`src/rtl/freq_div_prog.sv`:
```
// Programmable N-channel tick divider; FREQ_DIV_WAVE_EN adds a per-channel square-wave output.
// Latency: oTICK/oERR/oWAVE registered, valid the cycle after the deciding edge.
// Backpressure: none; iEN[k]=0 freezes channel k, writes are accepted or flagged on oERR at once.
module freq_div_prog #(
  parameter int N_CH     = 2,
  parameter int CNT_W    = 28,
  parameter int DIV_INIT = 625000
) (
  input  logic              iCLK,
  input  logic              iRESETn,
  input  logic              iCLR,
  input  logic [N_CH-1:0]   iEN,
  input  logic              iWR_EN,
  input  logic [3:0]        iWR_CH,
  input  logic [CNT_W-1:0]  iWR_DIV,
  output logic [N_CH-1:0]   oTICK,
  output logic [N_CH-1:0]   oWAVE,
  output logic              oERR
);

  localparam logic [CNT_W-1:0] ONE     = CNT_W'(1);
  localparam logic [CNT_W-1:0] DIV_RST = CNT_W'(DIV_INIT);

  logic [CNT_W-1:0] div_q [N_CH];
  logic [CNT_W-1:0] div_d [N_CH];
  logic [CNT_W-1:0] cnt_q [N_CH];
  logic [CNT_W-1:0] cnt_d [N_CH];
  logic [N_CH-1:0]  tick_q, tick_d;
  logic             err_q, err_d;
  logic             wr_ok;

  always_comb begin
    wr_ok = iWR_EN && ({1'b0, iWR_CH} < 5'(N_CH)) && (iWR_DIV != '0);
    err_d = iWR_EN && !wr_ok;
    for (int k = 0; k < N_CH; k++) begin
      div_d[k]  = div_q[k];
      cnt_d[k]  = cnt_q[k];
      tick_d[k] = 1'b0;
      // A write restarts its channel and swallows a coincident terminal count.
      if (wr_ok && (iWR_CH == 4'(k))) begin
        div_d[k] = iWR_DIV;
        cnt_d[k] = '0;
      end else if (!iCLR && iEN[k]) begin
        if (cnt_q[k] >= div_q[k] - ONE) begin
          cnt_d[k]  = '0;
          tick_d[k] = 1'b1;
        end else begin
          cnt_d[k] = cnt_q[k] + ONE;
        end
      end
      if (iCLR) begin
        cnt_d[k] = '0;
      end
    end
  end

  always_ff @(posedge iCLK or negedge iRESETn) begin
    if (!iRESETn) begin
      for (int k = 0; k < N_CH; k++) begin
        div_q[k] <= DIV_RST;
        cnt_q[k] <= '0;
      end
      tick_q <= '0;
      err_q  <= 1'b0;
    end else begin
      for (int k = 0; k < N_CH; k++) begin
        div_q[k] <= div_d[k];
        cnt_q[k] <= cnt_d[k];
      end
      tick_q <= tick_d;
      err_q  <= err_d;
    end
  end

  assign oTICK = tick_q;
  assign oERR  = err_q;

`ifdef FREQ_DIV_WAVE_EN
  logic [N_CH-1:0] wave_q, wave_d;

  always_comb begin
    wave_d = iCLR ? '0 : (wave_q ^ tick_d);
  end

  always_ff @(posedge iCLK or negedge iRESETn) begin
    if (!iRESETn) begin
      wave_q <= '0;
    end else begin
      wave_q <= wave_d;
    end
  end

  assign oWAVE = wave_q;
`else
  assign oWAVE = '0;
`endif

endmodule

```
`config.mk`:
```
export PLATFORM = sky130hd
export DESIGN_NAME = freq_div_prog
export DESIGN_NICKNAME = d
export VERILOG_FILES = /design/src/rtl/freq_div_prog.sv
export SDC_FILE = /design/constraint.sdc
export NUM_CORES = 1
export LEC_CHECK = 0
export ABC_AREA = 0
export CAP_MARGIN = 30
export CORE_MARGIN = 2
export CORE_UTILIZATION = 47
export DETAILED_ROUTE_END_ITERATION = 10
export SETUP_SLACK_MARGIN = 0.05
export SYNTH_ARGS = -nofsm -noshare
export SYNTH_HDL_FRONTEND = slang
export SYNTH_SLANG_ARGS = --single-unit
```
`constraint.sdc`:
```
create_clock -name iCLK -period 5.25 [get_ports iCLK]
set_clock_uncertainty 0.2 [all_clocks]
set_input_delay 0.525 -clock iCLK [delete_from_list [all_inputs] [get_ports iCLK]]
set_output_delay 0.525 -clock iCLK [all_outputs]
set_load 0.03 [all_outputs]
```
; ---- Word level (Yosys, flattened, before mapping)
; Index checks and enable logic that the tools add are counted.
[classes]
n_addsub = 4
magnitude_cmp = 3
n_reduce_logical = 13
n_bitwise = 0
n_shift = 0
div_mod_pow = 0
n_mux = 14
multipliers = 0
eq_ne = 1
[ops]
columns = operator, count
row1 = $mux W28, 8
row2 = $add A28 B1 Y28 const B, 2
row3 = $ge A28 B28 Y1, 2
row4 = $sub A28 B1 Y28 const B, 2
row5 = $reduce_bool A28 Y1, 1
row6 = $logic_and A1 B1 Y1, 7
row7 = $mux W1, 6
row8 = $reduce_bool A3 Y1, 2
row9 = $eq A4 B1 Y1 const B, 1
row10 = $logic_not A4 Y1, 1
row11 = $lt A4 B2 Y1 const B, 1
row12 = $logic_not A1 Y1, 2
[word_totals]
register_bits = 115
latch_bits = 0
n_memories = 0
ramBits = 0
inputBits = 38
mem_bits_ro = 0
output_inout_bits = 5

; ---- Longest topological paths before layout
; Gate-level depths: netlist of the first run.
[logic_depth]
word_depth = 6
mapped_depth = 16
depth_no_buf = 15

; ---- Worst setup path after synthesis of the first run
; Ideal clock, no wire load.
[synth_path]
path_type = register -> register
start = reg div_q[35] (netlist bit)
end = reg cnt_q[29] (netlist bit)
arrival_time_ps = 3619
slack_ps = 1310
t_required_ps = 4928
setup_time_ps = 122
stages_incl_launch_ff = 13
cell_sequence = dfrtp_1 -> nor4_1 -> nor3b_1 -> nand3_1 -> or4_1 -> xor2_1 -> ha_1 -> nand4_1 -> nor4_1 -> o41a_2 -> clkbuf_1 -> nor3_1 -> a32o_1
[synth_via]
elab_chain_cells = 6
[synth_rtl]
columns = element, line
row1 = from (decl), 24  ; logic [CNT_W-1:0] div_q [N_CH];
row2 = "from (signal, indexed assignment)", 67  ; div_q[k] <= div_d[k];
row3 = $sub A28 B1 Y28, 44  ; if (cnt_q[k] >= div_q[k] - ONE) begin
row4 = $ge A28 B28 Y1, 44
row5 = $mux W28, 44
row6 = $mux W28, 43  ; end else if (!iCLR && iEN[k]) begin
row7 = $mux W28, 40  ; if (wr_ok && (iWR_CH == 4'(k))) begin
row8 = $mux W28, 51  ; if (iCLR) begin
row9 = "to (signal, indexed assignment)", 68  ; cnt_q[k] <= cnt_d[k];
row10 = to (decl), 26  ; logic [CNT_W-1:0] cnt_q [N_CH];
; No other way between the ends. The select of a mux whose other input is x is not followed.
; A chain may end at the register's enable or synchronous reset.

; ---- Final worst setup path of the first run
[layout_path]
start = reg div_q[0] (netlist bit)
end = reg cnt_q[19] (netlist bit)
; The elaborated chain is that of the path after synthesis.

==> run summary, run 1 <==
layout cells sized above 1 -> 18.4%
width of the chip -> 136 um
crit path DAT -> 4930 ps
Crit Path Max Fanout -> 14
Setup TNS Final -> 0 ps
area delta synth->final -> 16.4%
Port-buffer cells -> 40
Rows -> 48
CTS Sinks -> 115
Final min period -> 4770 ps
Worst path slowest cell -> a221oi_2
Vias/cell -> 6.20
Hold WS -> 343 ps
f_max -> 210 MHz
Chip Height -> 136 um
period utilization -> 90.9%
WHS Path Cells -> 1
Clock Tree Root -> clkbuf_16
FF+latch count, synth -> 115
reg2reg start -> div_q[0]
vias -> 6,883
Reg2Reg Setup Slack -> 480 ps
vias in the first global route -> 6,640
IO Count -> 43
Core Area -> 17,100 um^2
Post-CTS Setup Inserts -> 0
final hold vios -> 0
Max Slew Vio Count -> 0
Avg WL per Cell -> 18.8 um
dpl hpwl -> 15,000 um
hold buffers post-CTS -> 0
cts repair resizes -> 0
Setup crit start kind -> flop
critical-path cell list -> inv_1, ha_1, nor3b_1, nand2_1, nor2_1, nand4_1, nor4_1, xnor2_1, ha_1, and4_1, and2_1, a221oi_2, nand3_2, nor2_2, buf_4, a32o_1
Main synth FF type -> dfrtp_1
gr ovfl total -> 0
Antenna diodes -> 0
reg2reg end -> cnt_q[19]
R2R cell count -> 16
post-synthesis cell type count -> 78
worst skew pair latency -> 430 ps
Power Density -> 311 nW/um^2
outcome -> finished, final reports clean
CP endpoint kind -> flop
Post-DRT Antenna Nets -> 0
final setup violation count -> 0
antenna violations before repair -> 0
first-pass GRT wire length -> 33,900 um
Max Root-Sink Buffers -> 2
Worst Max-Slew Pin Slew -> 942 ps
DRT Pass-1 Iters -> 5
asr flop ratio synth -> 100%
required time worst endpoint -> 5410 ps
Final nets -> 970
mean post-synth cell area -> 9.89 um^2
First DRT Iteration DRCs -> 472
RSZ-0062 raised after global routing -> false
detailed-route wire length -> 20,800 um
number of buffers and inverters on the critical path -> 2
DRC Markers -> 0
Slew HR -> 36.7%
placed insts -> 1,075
Crit Path Class -> reg -> reg
H-tree levels -> 4
Leak -> 0.00391 uW
CTS Buf Count -> 17
clock-pin slew on the worst setup and hold paths -> 60 ps
Synth Instances -> 824
EDFF count, synth -> 0
hold path startpoint -> div_q[27]
Max-cap violations -> 0
Crit path max-delay family -> simple AND/OR/NAND/NOR gates
Die ar. -> 18,400 um^2
GP Congestion -> 0.872
pin count of the biggest net entering global routing -> 76
Hold WC Path Type -> reg -> reg
share of the yosys chip area belonging to registers -> 35.5%
Worst VDD drop -> 232 uV
max incr delay on CP -> 530 ps
area of the mapped netlist -> 8150 um^2
Post-Layout Cell Count -> 1,110
Starting Density -> 47.6%
Yosys warning count -> 0
Total GRT Usage -> 23.4%
Hold Path Sink -> div_q[27]
most used cell, CP -> ha_1
CTS tree -> built
## cells in the mapped netlist, types with 17 or more instances
cell	n	area, um^2
dfrtp_1	99	2480
nand2_1	64	240
ha_1	60	751
mux2_2	57	642
xnor2_1	38	333
nor2_1	32	120
nor3_1	32	160
a21oi_1	30	150
nand3_1	29	145
nor4_1	29	181
a32o_1	19	190
and3_1	18	113
clkbuf_1	17	63.8
inv_1	17	63.8
## final cells by class
cell class / count / area (um^2)
Fill cell: 1519 / 7620
Timing Repair Buffer: 63 / 591
Multi-Input combinational cell: 658 / 5020
Clock buffer: 19 / 453
Tap cell: 225 / 282
Clock inverter: 13 / 183
Sequential cell: 115 / 2900
Inverter: 17 / 63.8
## how the worst max path moves through the flow
| stage | cells after the start | startpoint | to | slack (ps) |
|---|---|---|---|---|
| after floorplan | 12 | div_q[35] | cnt_q[29] | 1310 |
| after global placement | 16 | div_q[0] | cnt_q[11] | 790 |
| after detailed placement | 16 | div_q[0] | cnt_q[19] | 600 |
| after CTS | 16 | div_q[0] | cnt_q[4] | 570 |
| after global routing | 16 | div_q[0] | cnt_q[19] | 90 |
| final | 16 | div_q[0] | cnt_q[19] | 480 |
## kinds of logic (layout without fill, tap and decap cells)
logic type / after synthesis / in the layout / share of synthesized area, %
and+or+nand+nor: 322 / 322 / 23.0
adders and majority gates: 60 / 60 / 9.21
muxes: 57 / 57 / 7.87
xor gates and xnor gates: 51 / 51 / 5.48
buffers and inverters: 52 / 112 / 3.12
DFF: 115 / 115 / 35.5
AOI/OAI and AO/OA: 166 / 166 / 15.7
other: 1 / 2 / 0.0460
## per-layer routing
metal | share of wire [%] | vias to the layer above | track usage [%]
li1 | - | 3267 | -
met1 | 48 | 3413 | 33.3
met2 | 45 | 182 | 35.3
met3 | 5.0 | 21 | 4.90
met4 | 1.5 | 0 | 7.81
met5 | 0 | - | 0
## placed cells by master, fill, tap and decap left out, drive strengths merged, types with 6 or more instances in the layout
cell type | synthesis | layout
a32o | 19 | 19
ha | 60 | 60
and3 | 18 | 18
and2 | 10 | 10
dfrtp | 99 | 99
xor2 | 13 | 13
nor3b | 15 | 15
o211ai | 10 | 10
and4 | 6 | 6
clkdlybuf4s50 | 0 | 39
a211o | 8 | 8
a31o | 12 | 12
or4 | 12 | 12
a2111oi | 7 | 7
a21o | 8 | 8
xnor2 | 38 | 38
nor3 | 33 | 33
or3 | 13 | 13
a21oi | 32 | 32
o21ai | 14 | 14
nand4 | 18 | 18
clkbuf | 19 | 20
o31ai | 16 | 16
nor2b | 9 | 9
inv | 17 | 17
nor2 | 33 | 33
nor4 | 33 | 33
dfstp | 16 | 16
nand2 | 65 | 65
clkinvlp | 0 | 7
nand2b | 13 | 13
buf | 15 | 22
mux2 | 57 | 57
nand3 | 32 | 32
## state kept, by name, indices dropped and copies added, names as in the netlist
name / cells
oTICK: 2
oERR: 1
div_q: 56
cnt_q: 56
## through the flow
stage / setup slack [ps] / utilization, % / total power, uW / instance area, um^2
2_1_floorplan: 1310 / - / 1530 / 8160
3_3_place_gp: 790 / 51.5 / 1690 / 8810
3_5_place_dp: 602 / 51.5 / 1710 / 8810
4_1_cts: 571 / 55.2 / 2970 / 9450
5_1_grt: 93.0 / 55.5 / 3110 / 9490
6_report: 480 / 55.5 / 2950 / 9490
## worst reg2reg max path, stage by stage (launching register included)
cell and delay [ps]:
dfrtp_1 400, inv_1 90, ha_1 180, nor3b_1 420, nand2_1 200, nor2_1 320, nand4_1 180, nor4_1 290
xnor2_1 170, ha_1 260, and4_1 210, and2_1 190, a221oi_2 530, nand3_2 360, nor2_2 280, buf_4 270
a32o_1 170
## report_power, final
part           leakage [uW]  switching, uW  internal (uW)
sequential          0.00148            129           1010
clock              0.000289            431            816
combinational       0.00214            275            288
Note: power is estimated with default switching activity, not from simulation.
==> run 2: changes to the inputs <==
--- a/config.mk
+++ b/config.mk
@@ -7,9 +7,12 @@
 export LEC_CHECK = 0
 export ABC_AREA = 0
 export CAP_MARGIN = 30
+export CELL_PAD_IN_SITES_DETAIL_PLACEMENT = 0
+export CELL_PAD_IN_SITES_GLOBAL_PLACEMENT = 1
 export CORE_MARGIN = 2
-export CORE_UTILIZATION = 47
+export CORE_UTILIZATION = 48
 export DETAILED_ROUTE_END_ITERATION = 10
+export PLACE_DENSITY_LB_ADDON = 0.1
 export SETUP_SLACK_MARGIN = 0.05
 export SYNTH_ARGS = -nofsm -noshare
 export SYNTH_HDL_FRONTEND = slang
==> run summary, run 2 (synthesis gave the netlist of run 1 again) <==
Max Root-Sink Buffers -> 2 (unchanged)
layout cells sized above 1 -> 17.9% (-0.52 points)
Max Slew Vio Count -> 0 (unchanged)
Antenna diodes -> 0 (unchanged)
leading cell types in the layout, fill and taps excluded -> 99 x dfrtp_1, 64 x nand2_1, 60 x ha_1, 57 x mux2_2, 39 x clkdlybuf4s50_1
crit path DAT -> 4810 ps (-120 ps)
Max-cap violations -> 0 (unchanged)
pin count of the biggest net entering global routing -> 66 (-13%)
first-pass GRT wire length -> 33,800 um (-0.29%)
Vias/cell -> 6.28 (+1.2%)
Chip Height -> 134 um (-1.0%)
Clock Tree Root -> clkbuf_16
area of the multi-input gates -> 5030 um^2 (about the same)
Comb pwr share -> 19.9% (+0.8 points)
CTS Buf Count -> 17 (unchanged)
First DRT Iteration DRCs -> 562 (+19%)
RSZ-0062 raised after global routing -> false
Final nets -> 968 (-0.21%)
Sw Share -> 28.3% (about the same)
Crit Path Max Fanout -> 14 (unchanged)
Crit Path Class -> reg -> reg
final setup violation count -> 0 (unchanged)
antenna violations before repair -> 0 (unchanged)
Core Area -> 16,600 um^2 (-3.1%)
Total GRT Usage -> 23.6% (+0.25 points)
width of the chip -> 134 um (-1.0%)
Avg WL per Cell -> 18.5 um (-1.4%)
area delta synth->final -> 15.1%
clock-pin slew on the worst setup and hold paths -> 60 ps (about the same)
dpl hpwl -> 14,900 um (-0.32%)
DRC Markers -> 0 (unchanged)
f_max -> 215 MHz (+2.4%)
vias -> 6,923 (+0.58%)
Rows -> 47 (-2.1%)
gr ovfl total -> 0 (unchanged)
CTS Sinks -> 115 (unchanged)
IO Count -> 43 (unchanged)
CP endpoint kind -> flop
CTS tree -> built
Port-buffer cells -> 40 (unchanged)
total power -> 2800 uW (-5.1%)
Worst Max-Slew Pin Slew -> 970 ps (+28.6 ps)
switching pwr -> 793 uW (-5.0%)
required time worst endpoint -> 5400 ps (about the same)
Final min period -> 4660 ps (-110 ps)
Power Density -> 299 nW/um^2 (-3.9%)
Crit. path cell count -> 15 (-1)
fill cell count -> 1,481 (-2.5%)
Starting Density -> 49.2% (+1.5 points)
critical-path cell list -> nor4_1, nand2_1, nor3_1, buf_4, nand3_1, nor3_1, xnor2_1, ha_1, and4_1, and2_1, a221oi_2, nand2_1, buf_4, o31ai_1, a32o_1
outcome -> finished, final reports clean
Crit path max-delay family -> simple AND/OR/NAND/NOR gates
period utilization -> 88.8% (-2.1 points)
worst skew pair latency -> 420 ps (about the same)
hold buffers post-CTS -> 0 (unchanged)
commonest non-fill, non-tap cell in the layout -> dfrtp_1
R2R cell count -> 15 (-1)
Worst VDD drop -> 238 uV (+2.6%)
Setup crit start kind -> flop
Storage cell area -> 2900 um^2 (unchanged)
Clock Power Share -> 39.4% (-2.8 points)
internal power -> 2010 uW (-5.1%)
Setup TNS Final -> 0 ps (unchanged)
vias in the first global route -> 6,580 (-0.90%)
H-tree levels -> 4 (unchanged)
Seq pwr share -> 40.7% (+2.0 points)
max incr delay on CP -> 500 ps (-30 ps)
Post-DRT Antenna Nets -> 0 (unchanged)
number of buffers and inverters on the critical path -> 2 (unchanged)
final hold vios -> 0 (unchanged)
detailed-route wire length -> 20,400 um (-2.1%)
DRT Pass-1 Iters -> 5 (unchanged)
Worst path slowest cell -> a221oi_2
Slew HR -> 35.3% (-1.3 points)
GP Congestion -> 0.831 (-4.6%)
Leak -> 0.00389 uW (-0.58%)
Hold WC Path Type -> in -> async
Die ar. -> 18,000 um^2 (-2.0%)
[run 2: changes by cell type in the layout (fill, tap and decap cells not counted), sizes merged]
| cell | before | now |
|---|---|---|
| clkinvlp | 7 | 0 |
| bufinv | 4 | 1 |
| clkbuf | 20 | 27 |
| clkinv | 2 | 4 |
| dlygate4sd3 | 1 | 0 |
[run 2: timing repair]
| item | 4_1_cts | 5_1_grt |
|---|---|---|
| gates resized for setup | 0 | 1 |
| setup buffers | 0 | 0 |
| endpoints found under the setup margin | 0 | 13 |
[run 2: worst paths after layout]
kind	startpoint	endpoint	slack, ps
worst max register to register	div_q[2]	cnt_q[19]	590
worst min register to register	div_q[27]	div_q[27]	340
worst max-delay path	div_q[2]	cnt_q[19]	590
min in group iCLK	div_q[27]	div_q[27]	340
max in group asynchronous	iRESETn	div_q[21]	3600
worst min-delay path	iRESETn	cnt_q[21]	40
[run 2: cell type report]
| cell class | count | share of cell area (%) |
|---|---|---|
| Inverter | 17 | 0.680 |
| Multi-Input combinational cell | 658 | 53.6 |
| Sequential cell | 115 | 30.9 |
| Clock buffer | 27 | 5.47 |
| Tap cell | 220 | 2.93 |
| Clock inverter | 5 | 0.534 |
| Timing Repair Buffer | 61 | 5.90 |
[run 2: power by group through the flow]
stage	combinational (uW)	clock, uW	sequential, uW
floorplan	408	0	1120
global placement	536	0	1150
detailed placement	557	0	1150
CTS	563	1120	1140
global route	629	1170	1160
finish	557	1100	1140
[run 2: layer usage]
layer  vias to the layer above  track usage [%]  share of wire (%)
met5                         -                0                  0
met2                       213             34.7                 45
li1                       3268                -                  -
met4                         0             6.84               0.66
met1                      3430             34.5                 48
met3                        12             5.86                6.3
[run 2: through the flow]
step	worst slack (ps)	area [um^2]	cells	util (%)	hold slack, ps
after floorplan	1310	8160	825	-	29.4
after global placement	742	8810	1070	53.1	316
after detailed placement	588	8810	1070	53.1	334
after CTS	472	9370	1102	56.5	61.3
after global routing	109	9380	1103	56.6	96.1
final	590	9380	1103	56.6	42.6
